<file path="src/rtl/muldiv_arbiter.sv">
// Two-port arbiter that time-shares one mul/div unit and short-circuits the div/rem corner cases.
// Latency: corner case accept T -> resp T+1; otherwise enable T+1, unit completion at C -> resp C+1.
// Backpressure: reqN_ready only in IDLE to one fair-arbitrated winner; a stuck unit is aborted after TIMEOUT WAIT cycles.
module muldiv_arbiter #(
    parameter int TIMEOUT = 64
) (
    input  logic        clk,
    input  logic        rst,
    input  logic        req0_valid,
    output logic        req0_ready,
    input  logic [2:0]  req0_op,
    input  logic [31:0] req0_rs1,
    input  logic [31:0] req0_rs2,
    input  logic        req1_valid,
    output logic        req1_ready,
    input  logic [2:0]  req1_op,
    input  logic [31:0] req1_rs1,
    input  logic [31:0] req1_rs2,
    output logic        resp0_valid,
    output logic [31:0] resp0_data,
    output logic        resp1_valid,
    output logic [31:0] resp1_data,
    output logic        unit_enable,
    output logic        unit_is_div,
    output logic        unit_s_signed,
    output logic        unit_t_signed,
    output logic [31:0] unit_s,
    output logic [31:0] unit_t,
    input  logic        unit_completed,
    input  logic [31:0] unit_lo,
    input  logic [31:0] unit_hi,
    output logic        timeout
);

    localparam int CW = $clog2(TIMEOUT + 1);
    localparam logic [CW-1:0] CNT_LAST = CW'(TIMEOUT - 1);

    typedef enum logic [1:0] {S_IDLE, S_ISSUE, S_WAIT, S_RESP} state_t;

    state_t        r_state;
    state_t        w_next;
    logic          r_last_grant;
    logic          r_gnt;
    logic [2:0]    r_op;
    logic [31:0]   r_unit_s;
    logic [31:0]   r_unit_t;
    logic          r_is_div;
    logic          r_s_signed;
    logic          r_t_signed;
    logic [CW-1:0] r_wait_cnt;
    logic          r_timeout;
    logic [31:0]   r_resp0_data;
    logic [31:0]   r_resp1_data;

    logic          w_any;
    logic          w_gidx;
    logic          w_accept;
    logic [2:0]    w_op;
    logic [31:0]   w_rs1;
    logic [31:0]   w_rs2;
    logic          w_rs2_zero;
    logic          w_ovf;
    logic          w_special;
    logic [31:0]   w_special_data;
    logic          w_expire;
    logic          w_sel_lo;
    logic [31:0]   w_unit_result;

    // Fair arbitration: a lone requester wins, a tie goes to the port not granted last.
    assign w_any    = req0_valid | req1_valid;
    assign w_gidx   = (req0_valid & req1_valid) ? ~r_last_grant : req1_valid;
    assign w_accept = (r_state == S_IDLE) & w_any;

    assign req0_ready = w_accept & ~w_gidx;
    assign req1_ready = w_accept &  w_gidx;

    assign w_op  = w_gidx ? req1_op  : req0_op;
    assign w_rs1 = w_gidx ? req1_rs1 : req0_rs1;
    assign w_rs2 = w_gidx ? req1_rs2 : req0_rs2;

    assign w_rs2_zero = (w_rs2 == 32'h0);
    assign w_ovf      = (w_rs1 == 32'h8000_0000) && (w_rs2 == 32'hFFFF_FFFF);

    // Divide-by-zero and signed-overflow results are fixed by the ISA, so they never occupy the unit.
    always_comb begin
        w_special      = 1'b0;
        w_special_data = 32'h0;
        case (w_op)
            3'd4: begin
                if (w_rs2_zero) begin
                    w_special      = 1'b1;
                    w_special_data = 32'hFFFF_FFFF;
                end else if (w_ovf) begin
                    w_special      = 1'b1;
                    w_special_data = 32'h8000_0000;
                end
            end
            3'd5: begin
                if (w_rs2_zero) begin
                    w_special      = 1'b1;
                    w_special_data = 32'hFFFF_FFFF;
                end
            end
            3'd6: begin
                if (w_rs2_zero) begin
                    w_special      = 1'b1;
                    w_special_data = w_rs1;
                end else if (w_ovf) begin
                    w_special      = 1'b1;
                    w_special_data = 32'h0;
                end
            end
            3'd7: begin
                if (w_rs2_zero) begin
                    w_special      = 1'b1;
                    w_special_data = w_rs1;
                end
            end
            default: begin
            end
        endcase
    end

    // mul/div/divu take the low half (product low / quotient); everything else the high half.
    assign w_sel_lo      = (r_op == 3'd0) || (r_op == 3'd4) || (r_op == 3'd5);
    assign w_unit_result = w_sel_lo ? unit_lo : unit_hi;
    assign w_expire      = ~unit_completed && (r_wait_cnt == CNT_LAST);

    // Next-state logic; the unit start pulse is the ISSUE state itself.
    always_comb begin
        w_next      = r_state;
        unit_enable = 1'b0;
        case (r_state)
            S_IDLE: begin
                if (w_accept) begin
                    w_next = w_special ? S_RESP : S_ISSUE;
                end
            end
            S_ISSUE: begin
                unit_enable = 1'b1;
                w_next      = S_WAIT;
            end
            S_WAIT: begin
                if (unit_completed || w_expire) begin
                    w_next = S_RESP;
                end
            end
            S_RESP: begin
                w_next = S_IDLE;
            end
            default: begin
                w_next = S_IDLE;
            end
        endcase
    end

    // State register.
    always_ff @(posedge clk) begin
        if (rst) begin
            r_state <= S_IDLE;
        end else begin
            r_state <= w_next;
        end
    end

    // Request latch, unit mode, WAIT cycle counter and abort pulse.
    always_ff @(posedge clk) begin
        if (rst) begin
            r_last_grant <= 1'b1;
            r_gnt        <= 1'b0;
            r_op         <= 3'd0;
            r_unit_s     <= 32'h0;
            r_unit_t     <= 32'h0;
            r_is_div     <= 1'b0;
            r_s_signed   <= 1'b0;
            r_t_signed   <= 1'b0;
            r_wait_cnt   <= '0;
            r_timeout    <= 1'b0;
        end else begin
            r_timeout <= 1'b0;
            if (w_accept) begin
                r_last_grant <= w_gidx;
                r_gnt        <= w_gidx;
                r_op         <= w_op;
                r_unit_s     <= w_rs1;
                r_unit_t     <= w_rs2;
                r_is_div     <= w_op[2];
                r_s_signed   <= (w_op == 3'd0) || (w_op == 3'd1) || (w_op == 3'd2) ||
                                (w_op == 3'd4) || (w_op == 3'd6);
                r_t_signed   <= (w_op == 3'd0) || (w_op == 3'd1) ||
                                (w_op == 3'd4) || (w_op == 3'd6);
            end
            if (r_state == S_ISSUE) begin
                r_wait_cnt <= '0;
            end else if (r_state == S_WAIT) begin
                r_wait_cnt <= r_wait_cnt + CW'(1);
                if (w_expire) begin
                    r_timeout <= 1'b1;
                end
            end
        end
    end

    // Per-port result registers: written only when a response to that port is produced.
    always_ff @(posedge clk) begin
        if (rst) begin
            r_resp0_data <= 32'h0;
            r_resp1_data <= 32'h0;
        end else if (w_accept && w_special) begin
            if (w_gidx) r_resp1_data <= w_special_data;
            else        r_resp0_data <= w_special_data;
        end else if (r_state == S_WAIT && unit_completed) begin
            if (r_gnt) r_resp1_data <= w_unit_result;
            else       r_resp0_data <= w_unit_result;
        end else if (r_state == S_WAIT && w_expire) begin
            if (r_gnt) r_resp1_data <= 32'h0;
            else       r_resp0_data <= 32'h0;
        end
    end

    assign resp0_valid   = (r_state == S_RESP) & ~r_gnt;
    assign resp1_valid   = (r_state == S_RESP) &  r_gnt;
    assign resp0_data    = r_resp0_data;
    assign resp1_data    = r_resp1_data;
    assign unit_s        = r_unit_s;
    assign unit_t        = r_unit_t;
    assign unit_is_div   = r_is_div;
    assign unit_s_signed = r_s_signed;
    assign unit_t_signed = r_t_signed;
    assign timeout       = r_timeout;

endmodule
</file>
<file path="config.mk">
export PLATFORM = sky130hd
export DESIGN_NAME = muldiv_arbiter
export DESIGN_NICKNAME = d
export VERILOG_FILES = /design/src/rtl/muldiv_arbiter.sv
export SDC_FILE = /design/constraint.sdc
export NUM_CORES = 1
export LEC_CHECK = 0
export CAP_MARGIN = 20
export CORE_MARGIN = 1.5
export CORE_UTILIZATION = 40
export DETAILED_ROUTE_END_ITERATION = 6
export PLACE_DENSITY = 0.82
export SLEW_MARGIN = 25
export SYNTH_ARGS = -nofsm -noshare
export SYNTH_HDL_FRONTEND = slang
export SYNTH_SLANG_ARGS = --single-unit
export TNS_END_PERCENT = 30
</file>
<file path="constraint.sdc">
create_clock -name clk -period 3.25 [get_ports clk]
set_input_delay 0.325 -clock clk [delete_from_list [all_inputs] [get_ports clk]]
set_output_delay 0.325 -clock clk [all_outputs]
set_load 0.02 [all_outputs]
</file>
After elaboration in Yosys (flattened, before gate mapping):

Index checks and enable logic that the tools add are counted.

* logic and storage cells: 107
* output and inout port bits: 137
* register bits after elaboration: 146
* bits of input ports: 203

* add/sub/neg operators: 1
* eq/ne operators: 22
* reductions and logical operators: 27
* bitwise operators: 12
* muxes and demuxes: 32

Operators with widths (count)
* 32-bit 2-to-1 mux: 19
* 32-bit one-hot mux with 3 select lines: 1
* 32-bit equality test, second input constant: 2
* 32-bit zero test: 1
* 3-bit equality test, second input constant: 6
* 3-bit != test, second input constant: 4
* 1-bit logical OR: 9
* 2-bit != test, second input constant: 4
* 2-bit one-hot mux with 4 select lines: 1
* 4-bit AND reduction: 2
* 2-bit OR reduction: 4
* 7-bit by 1-bit adder with 7-bit output, second input constant: 1
* 7-bit by 6-bit equality test with 1-bit output, second input constant: 1
* 1-bit AND: 6
* 3-bit zero test: 2
* 1-bit 2-to-1 mux: 6
* 2-bit 2-to-1 mux: 3
* 1-bit logical AND: 5
* 1-bit NOT: 5
* 2-bit equality test, second input constant: 2
* 3-bit by 1-bit equality test with 1-bit output, second input constant: 1
* 3-bit by 2-bit equality test with 1-bit output, second input constant: 1
* 3-bit 2-to-1 mux: 1
* 3-bit nonzero test: 1
* 6 further kinds: 6

Longest topological paths before layout:

Gate-level depths: netlist of run 1.

* word-level depth: 11
* gate-level depth with buffers: 10
* depth with buffers taken out: 8

Worst setup path after synthesis of run 1:

No wires, ideal clock.

* path type: input to register
* start point: in req1_rs1[17]
* end point: reg r_resp0_data[31], in the netlist resp0_data[31]
* slack: 709 ps
* cell stages on the path: 8
* data arrival time: 2420 ps
* buffers on the path: 1
* cell sequence: or4b_1 > or4_1 > o22ai_2 > nand4_1 > a21oi_1 > or2_1 > buf_2 > mux2_4

* longest elaborated chain between the ends: 9
* elaborated cells between the ends (all ways): 17

RTL lines
* start, declared: RTL line 17 `input logic [31:0] req1_rs1,`
* 32-bit 2-to-1 mux (*): RTL line 78 `assign w_rs1 = w_gidx ? req1_rs1 : req0_rs1;`
* 32-bit equality test (*): RTL line 82 `assign w_ovf = (w_rs1 == 32'h8000_0000) && (w_rs2 == 32'hFFFF_FFFF);`
* 1-bit logical AND (*): RTL line 82
* 1-bit 2-to-1 mux: RTL line 93, 108
* 1-bit 2-to-1 mux: RTL line 90 `if (w_rs2_zero) begin`
* 1-bit one-hot mux with 2 select lines: RTL line 88 `case (w_op)`
* 1-bit logical AND: RTL line 209 `end else if (w_accept && w_special) begin`
* 3-bit != test (no source line) (tied with other cells)
* 4-bit AND reduction (no source line)
* end signal, assigned: RTL line 211 `else r_resp0_data <= w_special_data;`
* end signal, assigned: RTL line 214 `else r_resp0_data <= w_unit_result;`
* end, declared: RTL line 52 `logic [31:0] r_resp0_data;`

Mark *: on every way between the ends. The rest lies on a longest branch, timed or not. The select of a mux whose other input is x is not followed.
A chain may end at the register's enable or synchronous reset.

Worst setup path in the final report of run 1:

* start point: in req1_rs2[13]
* end point: reg r_resp0_data[23], in the netlist resp0_data[23]

* longest elaborated chain between the ends: 9
* elaborated cells between the ends (all ways): 20

RTL lines
* start, declared: RTL line 18 `input logic [31:0] req1_rs2,`
* 32-bit 2-to-1 mux (*): RTL line 79 `assign w_rs2 = w_gidx ? req1_rs2 : req0_rs2;`
* 32-bit equality test: RTL line 82
* 1-bit logical AND: RTL line 82
* 1-bit 2-to-1 mux: RTL line 93, 108
* 1-bit 2-to-1 mux: RTL line 90
* 1-bit one-hot mux with 2 select lines: RTL line 88
* 1-bit logical AND: RTL line 209
* 3-bit != test (no source line) (tied with other cells)
* 4-bit AND reduction (no source line)

Marked as above.

==> flow_summary.ini, run 1 <==
[outcome]
status = finished, violations left
violations = design-rule violations

[logic_synthesis]
synthesis.instances = 851
netlist.area_leader.share_pct = 40.1
yosysWarnings = 0
synth_edf_count = 0
syn_area_mm2 = 0.00723
syn_area_per_cell_um2 = 8.50
yosysSeqAreaShare_pct = 40.1
synth_fp_nets = 1059
async_flop_share_pct = 0
ys_seq_elements = 145
synthDistinctLibCells = 52
yosysTopAreaCell = dfxtp_1
synth_area_leaders = dfxtp_1 40%, mux2i_1 9.0%, o31ai_1 6.4%
synth_ff_type = dfxtp_1

[setup_path]
critPathSlowestCell = or4_1
worstSetupStartpointType = input port
crit_chain = clkdlybuf4s50_1 > or4b_1 > or4_1 > o22ai_2 > nand4_1 > buf_4 > a21oi_4 > or2_1 > buf_12 > a21oi_1
critical_path_class = input port to register
critPathMaxStageDelay_ps = 540
path_max_fanout = 31
endpoint_kind = register
critPathBufInv = 3
cp_top_family = simple AND/OR/NAND/NOR gates
worstPathArrival_ps = 3120
critPathRequiredTime_ps = 3560

[global_routing]
antenna_found_initial = 0
grt_max_degree = 75
grt_pass1_vias = 7873
grt_usage_pct = 32.4
grt_first_pass_wirelength_um = 45900
globalRouteOverflowTotal = 0

[sta]
finalCriticalPeriod_ps = 2810
rsz0062_at_grt = no
finalHoldViolCount = 0
slew_headroom_pct = 39.2
drv_slew = 0
clock-skew-final_ps = 8.94
max_clock_freq_mhz = 356
worstMarginPinSlew_ps = 913
finalSetupViolCount = 0
fin_tns_setup_ps = 0
finalCritPeriodShare_pct = 86.4
setup_ws_ps = 441

[clock_network]
cts_max_level = 4
holdBufCountCts = 0
clockBufferDepth = 2
cts_sinks = 145
clock_latency_ps = 430
cts.root.buffer_cell = clkbuf_16
ctsResizeCount = 0
clkSlewWorstSetupHoldPaths_ps = 60
cts_tree = done
numCtsBuffers = 17
post-cts-setup-buffers = 0

[power_and_ir_drop]
vdd_drop_max_uv = 440
netSwitchingPower_w = 0.00178
p_leak_nw = 4.63
swShare_pct = 31.2
power-per-cell-area_mw_per_mm2 = 495
seqPwrFrac_pct = 35.6
clkPwrFrac_pct = 36.0
p_comb_share_pct = 28.4
p_int_w = 0.00391

[drt]
vias_per_cell = 5.86
drt-total-wl_um = 31100
drt-pass1-iter-count = 7
drt_iter0_markers = 611
ant_nets = 0
drc_errors = 1
vias = 8195
post_drt_wl_per_cell_um = 22.3

[floorplanning]
coreArea_mm2 = 0.0175
die_w_um = 137
dieHeight_um = 137
initial_core_util_pct = 41.4
dieArea_mm2 = 0.0189
ios = 340
rows = 48

[placement]
hpwl_um = 23200
port_buffers = 339
pre_cts_ws_ps = 15.0
gp_congestion = 0.939

[layout]
area_growth_pct = 59.0
nets = 1368
n_antenna_cell = 0
drive_gt1_share_pct = 6.56
utilization_pct = 65.8

[hold_path]
holdCritPathClass = register to register

[run]
cap_violations = 0
## per-stage QoR
stage          instances  instance area (µm²)  total power, W  hold WS [ps]
6_report            1398                11500         0.00569           471
5_1_grt             1398                11500         0.00589           515
4_1_cts             1398                11500         0.00569           471
3_5_place_dp        1366                10900         0.00366           463
3_3_place_gp        1366                10900         0.00364           445
2_1_floorplan        851                 7230         0.00285           436
## worst reg2reg max path: cells and delay by family, from the launching register on
family / cells / cell delay (ps)
AND/OR/NAND/NOR: 3 / 390
AO/OA/AOI/OAI: 2 / 320
flip-flops: 1 / 410
multiplexers: 2 / 440
buffers and inverters: 2 / 920
## state kept, by name (all words and copies together) (netlist names), 2 cells and up
signal	cells
resp0_data	32
resp1_data	32
unit_s	32
unit_t	32
r_wait_cnt	7
r_op	3
r_state	2
## power groups by stage
stage / clock [W] / combinational [W] / sequential (W)
after floorplan: 0 / 0.000619 / 0.00223
after global placement: 0 / 0.00159 / 0.00206
after detailed placement: 0 / 0.00160 / 0.00206
after CTS: 0.00206 / 0.00161 / 0.00202
after global routing: 0.00213 / 0.00171 / 0.00204
final: 0.00205 / 0.00162 / 0.00203
## cell usage in the layout (no fill, tap or decap), types with 5 or more instances in the layout
master	n
clkbuf_16	17
nor3_1	6
o31ai_1	62
o21ai_0	7
a311oi_1	33
a2bb2oi_1	31
or4_1	11
clkdlybuf4s50_1	338
clkinv_4	6
nand4_1	18
nor2b_1	6
mux2i_1	65
nand2_1	116
nand3_1	6
nor2_1	84
buf_4	22
inv_1	6
dfxtp_1	145
buf_12	5
nor4_1	19
a21oi_1	71
a211oi_1	31
ha_1	5
nand4b_1	5
## kinds of logic (layout without fill, tap and decap cells)
kind of cell | after synthesis | in the layout | share of synthesized area (%)
AND/OR/NAND/NOR | 292 | 292 | 18.8
AO/OA/AOI/OAI | 254 | 254 | 25.1
flip-flops | 145 | 145 | 40.1
buffers and inverters | 83 | 405 | 5.05
multiplexers | 67 | 67 | 9.41
adder cells (fa/ha/maj) | 5 | 5 | 0.865
XOR/XNOR | 5 | 5 | 0.606
## cell type report
class | instances | area, µm²
fill | 1404 | 5980
multi-input combinational | 623 | 4020
timing repair buffer | 366 | 3650
sequential | 145 | 2900
clock buffer | 17 | 425
tap | 225 | 282
clock inverter | 15 | 185
inverter | 7 | 26.3
## synth_stat cells (11+ instances only)
master and n:
o31ai_1 62, dfxtp_1 145, a21oi_1 73, a311oi_1 33, clkbuf_1 60, nand4_1 18
nand2_1 116, a211oi_1 31, mux2i_1 65, a2bb2oi_1 31, nor2_1 84, or4_1 11
nor4_1 21
## worst paths after layout
check / slack (ps) / startpoint / end / depth (start not counted)
worst max-delay path: 440 / req1_rs2[13] / resp0_data[23] / 10
worst min-delay path: 470 / unit_s_signed / unit_s_signed / 2
worst max register to register: 660 / r_last_grant / resp1_data[31] / 9
worst min register to register: 470 / unit_s_signed / unit_s_signed / 2
## routing by layer
layer / share of wire, % / track usage [%] / vias up / wire length [µm]
li1: - / - / 3824 / -
met4: 4.0 / 14.1 / 0 / 1240
met5: 0 / 0 / - / 0
met1: 40 / 40.3 / 3823 / 12600
met3: 9.1 / 8.35 / 80 / 2830
met2: 46 / 52.7 / 468 / 14500
Note: power is estimated with default switching activity, not from simulation.
==> inputs of run 2 (changes only) <==
- ABC_CLOCK_PERIOD_IN_PS: unset -> 3250
- CORE_ASPECT_RATIO: unset -> 0.9
- MAX_ROUTING_LAYER: unset -> met4
==> flow_summary.ini, run 2 (same netlist as run 1, synthesis figures left out) <==
[outcome]
status = finished, final reports clean

[drt]
vias_per_cell = 5.89
drt-pass1-iter-count = 6
drt_iter0_markers = 637
drt-total-wl_um = 30800
post_drt_wl_per_cell_um = 21.7
drc_errors = 0
vias = 8347
ant_nets = 0

[clock_network]
clkSlewWorstSetupHoldPaths_ps = 60
clock_latency_ps = 430
cts_tree = done
numCtsBuffers = 17
cts_max_level = 4
cts_sinks = 145
clockBufferDepth = 2
post-cts-setup-buffers = 0
holdBufCountCts = 0
cts.root.buffer_cell = clkbuf_16
ctsResizeCount = 0

[placement]
port_buffers = 339
pre_cts_ws_ps = 26.8
hpwl_um = 23200
dp_cells = 1385
gp_congestion = 1.01

[run]
cap_violations = 0

[floorplanning]
die_w_um = 145
ios = 340
initial_core_util_pct = 40.9
dieHeight_um = 131
coreArea_mm2 = 0.0177
rows = 46
dieArea_mm2 = 0.0189

[sta]
max_clock_freq_mhz = 349
finalCriticalPeriod_ps = 2870
drv_slew = 0
clock-skew-final_ps = 12.1
finalCritPeriodShare_pct = 88.2
finalHoldViolCount = 0
setup_ws_ps = 384
slew_headroom_pct = 42.5
finalSetupViolCount = 0
rsz0062_at_grt = no
worstMarginPinSlew_ps = 863
fin_tns_setup_ps = 0

[layout]
fillerInstances = 1501
nets = 1372
final_cell_mix = 338 x clkdlybuf4s50_1, 145 x dfxtp_1, 116 x nand2_1
layoutNonFillerInstCount = 1417
area_growth_pct = 59.1
n_antenna_cell = 0
utilization_pct = 65.1
final_common_cell = clkdlybuf4s50_1
drive_gt1_share_pct = 6.71

[global_routing]
antenna_found_initial = 0
grt_max_degree = 75
globalRouteOverflowTotal = 0
grt_pass1_vias = 7939
grt_usage_pct = 33.3
grt_first_pass_wirelength_um = 45500

[setup_path]
worstPathArrival_ps = 3160
critPathRequiredTime_ps = 3550
critical_path_class = input port to register
worstSetupStartpointType = input port
endpoint_kind = register
path_max_fanout = 31

[hold_path]
holdCritPathClass = register to register

[power_and_ir_drop]
power-per-cell-area_mw_per_mm2 = 475
vdd_drop_max_uv = 352
p_leak_nw = 4.61
run 2: changes by cell type in the layout (fill, tap and decap cells not counted), sizes merged:
cell | before | now
buf | 28 | 32
bufinv | 3 | 0
clkinv | 8 | 5
clkbuf | 17 | 19
clkinvlp | 2 | 4
inv | 9 | 11
run 2: worst paths after layout:
| path | start | to | slack (ps) | depth (start not counted) |
|---|---|---|---|---|
| worst max-delay path | req1_rs1[29] | resp0_data[15] | 380 | 10 |
| worst min-delay path | unit_s_signed | unit_s_signed | 460 | 2 |
| worst max register to register | r_last_grant | resp1_data[20] | 740 | 9 |
| worst min register to register | unit_s_signed | unit_s_signed | 460 | 2 |
run 2: final cells by class:
class                      count  area, µm²  area share (%)
multi-input combinational    623       4030            35.0
clock buffer                  19        433            3.76
clock inverter                13        104           0.903
sequential                   145       2900            25.2
tap                          240        300            2.61
timing repair buffer         370       3710            32.2
inverter                       7       26.3           0.228
run 2: per-layer routing:
layer  global-route usage, %  routed length (µm)  vias up
met5                       -                   0        -
met4                    17.9                1560        0
met3                    7.54                2910       93
met2                    50.7               13900      532
met1                    41.1               12500     3899
li1                        -                   -     3823
run 2: metrics by stage:
step	area, µm²	hold slack, ps	power (W)
after global placement	11000	447	0.00366
after CTS	11500	457	0.00546
after detailed placement	11000	448	0.00368
after floorplan	7230	436	0.00285
after global routing	11500	474	0.00567
final	11500	456	0.00546
run 2: worst max-delay path, cell delays in order:
cell and delay, ps:
clkdlybuf4s50_1 420, or4_1 620, nor4_1 430, buf_4 190, and3_1 140, o2111a_1 270, nor4_2 60, buf_4 280
o31ai_1 340, a21oi_1 80
run 2: where the power goes:
group	switching [W]	internal [W]	total (W)	leakage [nW]
sequential	0.0000920	0.00193	0.00203	1.19
clock	0.000820	0.000987	0.00181	0.252
combinational	0.000853	0.000773	0.00163	3.18
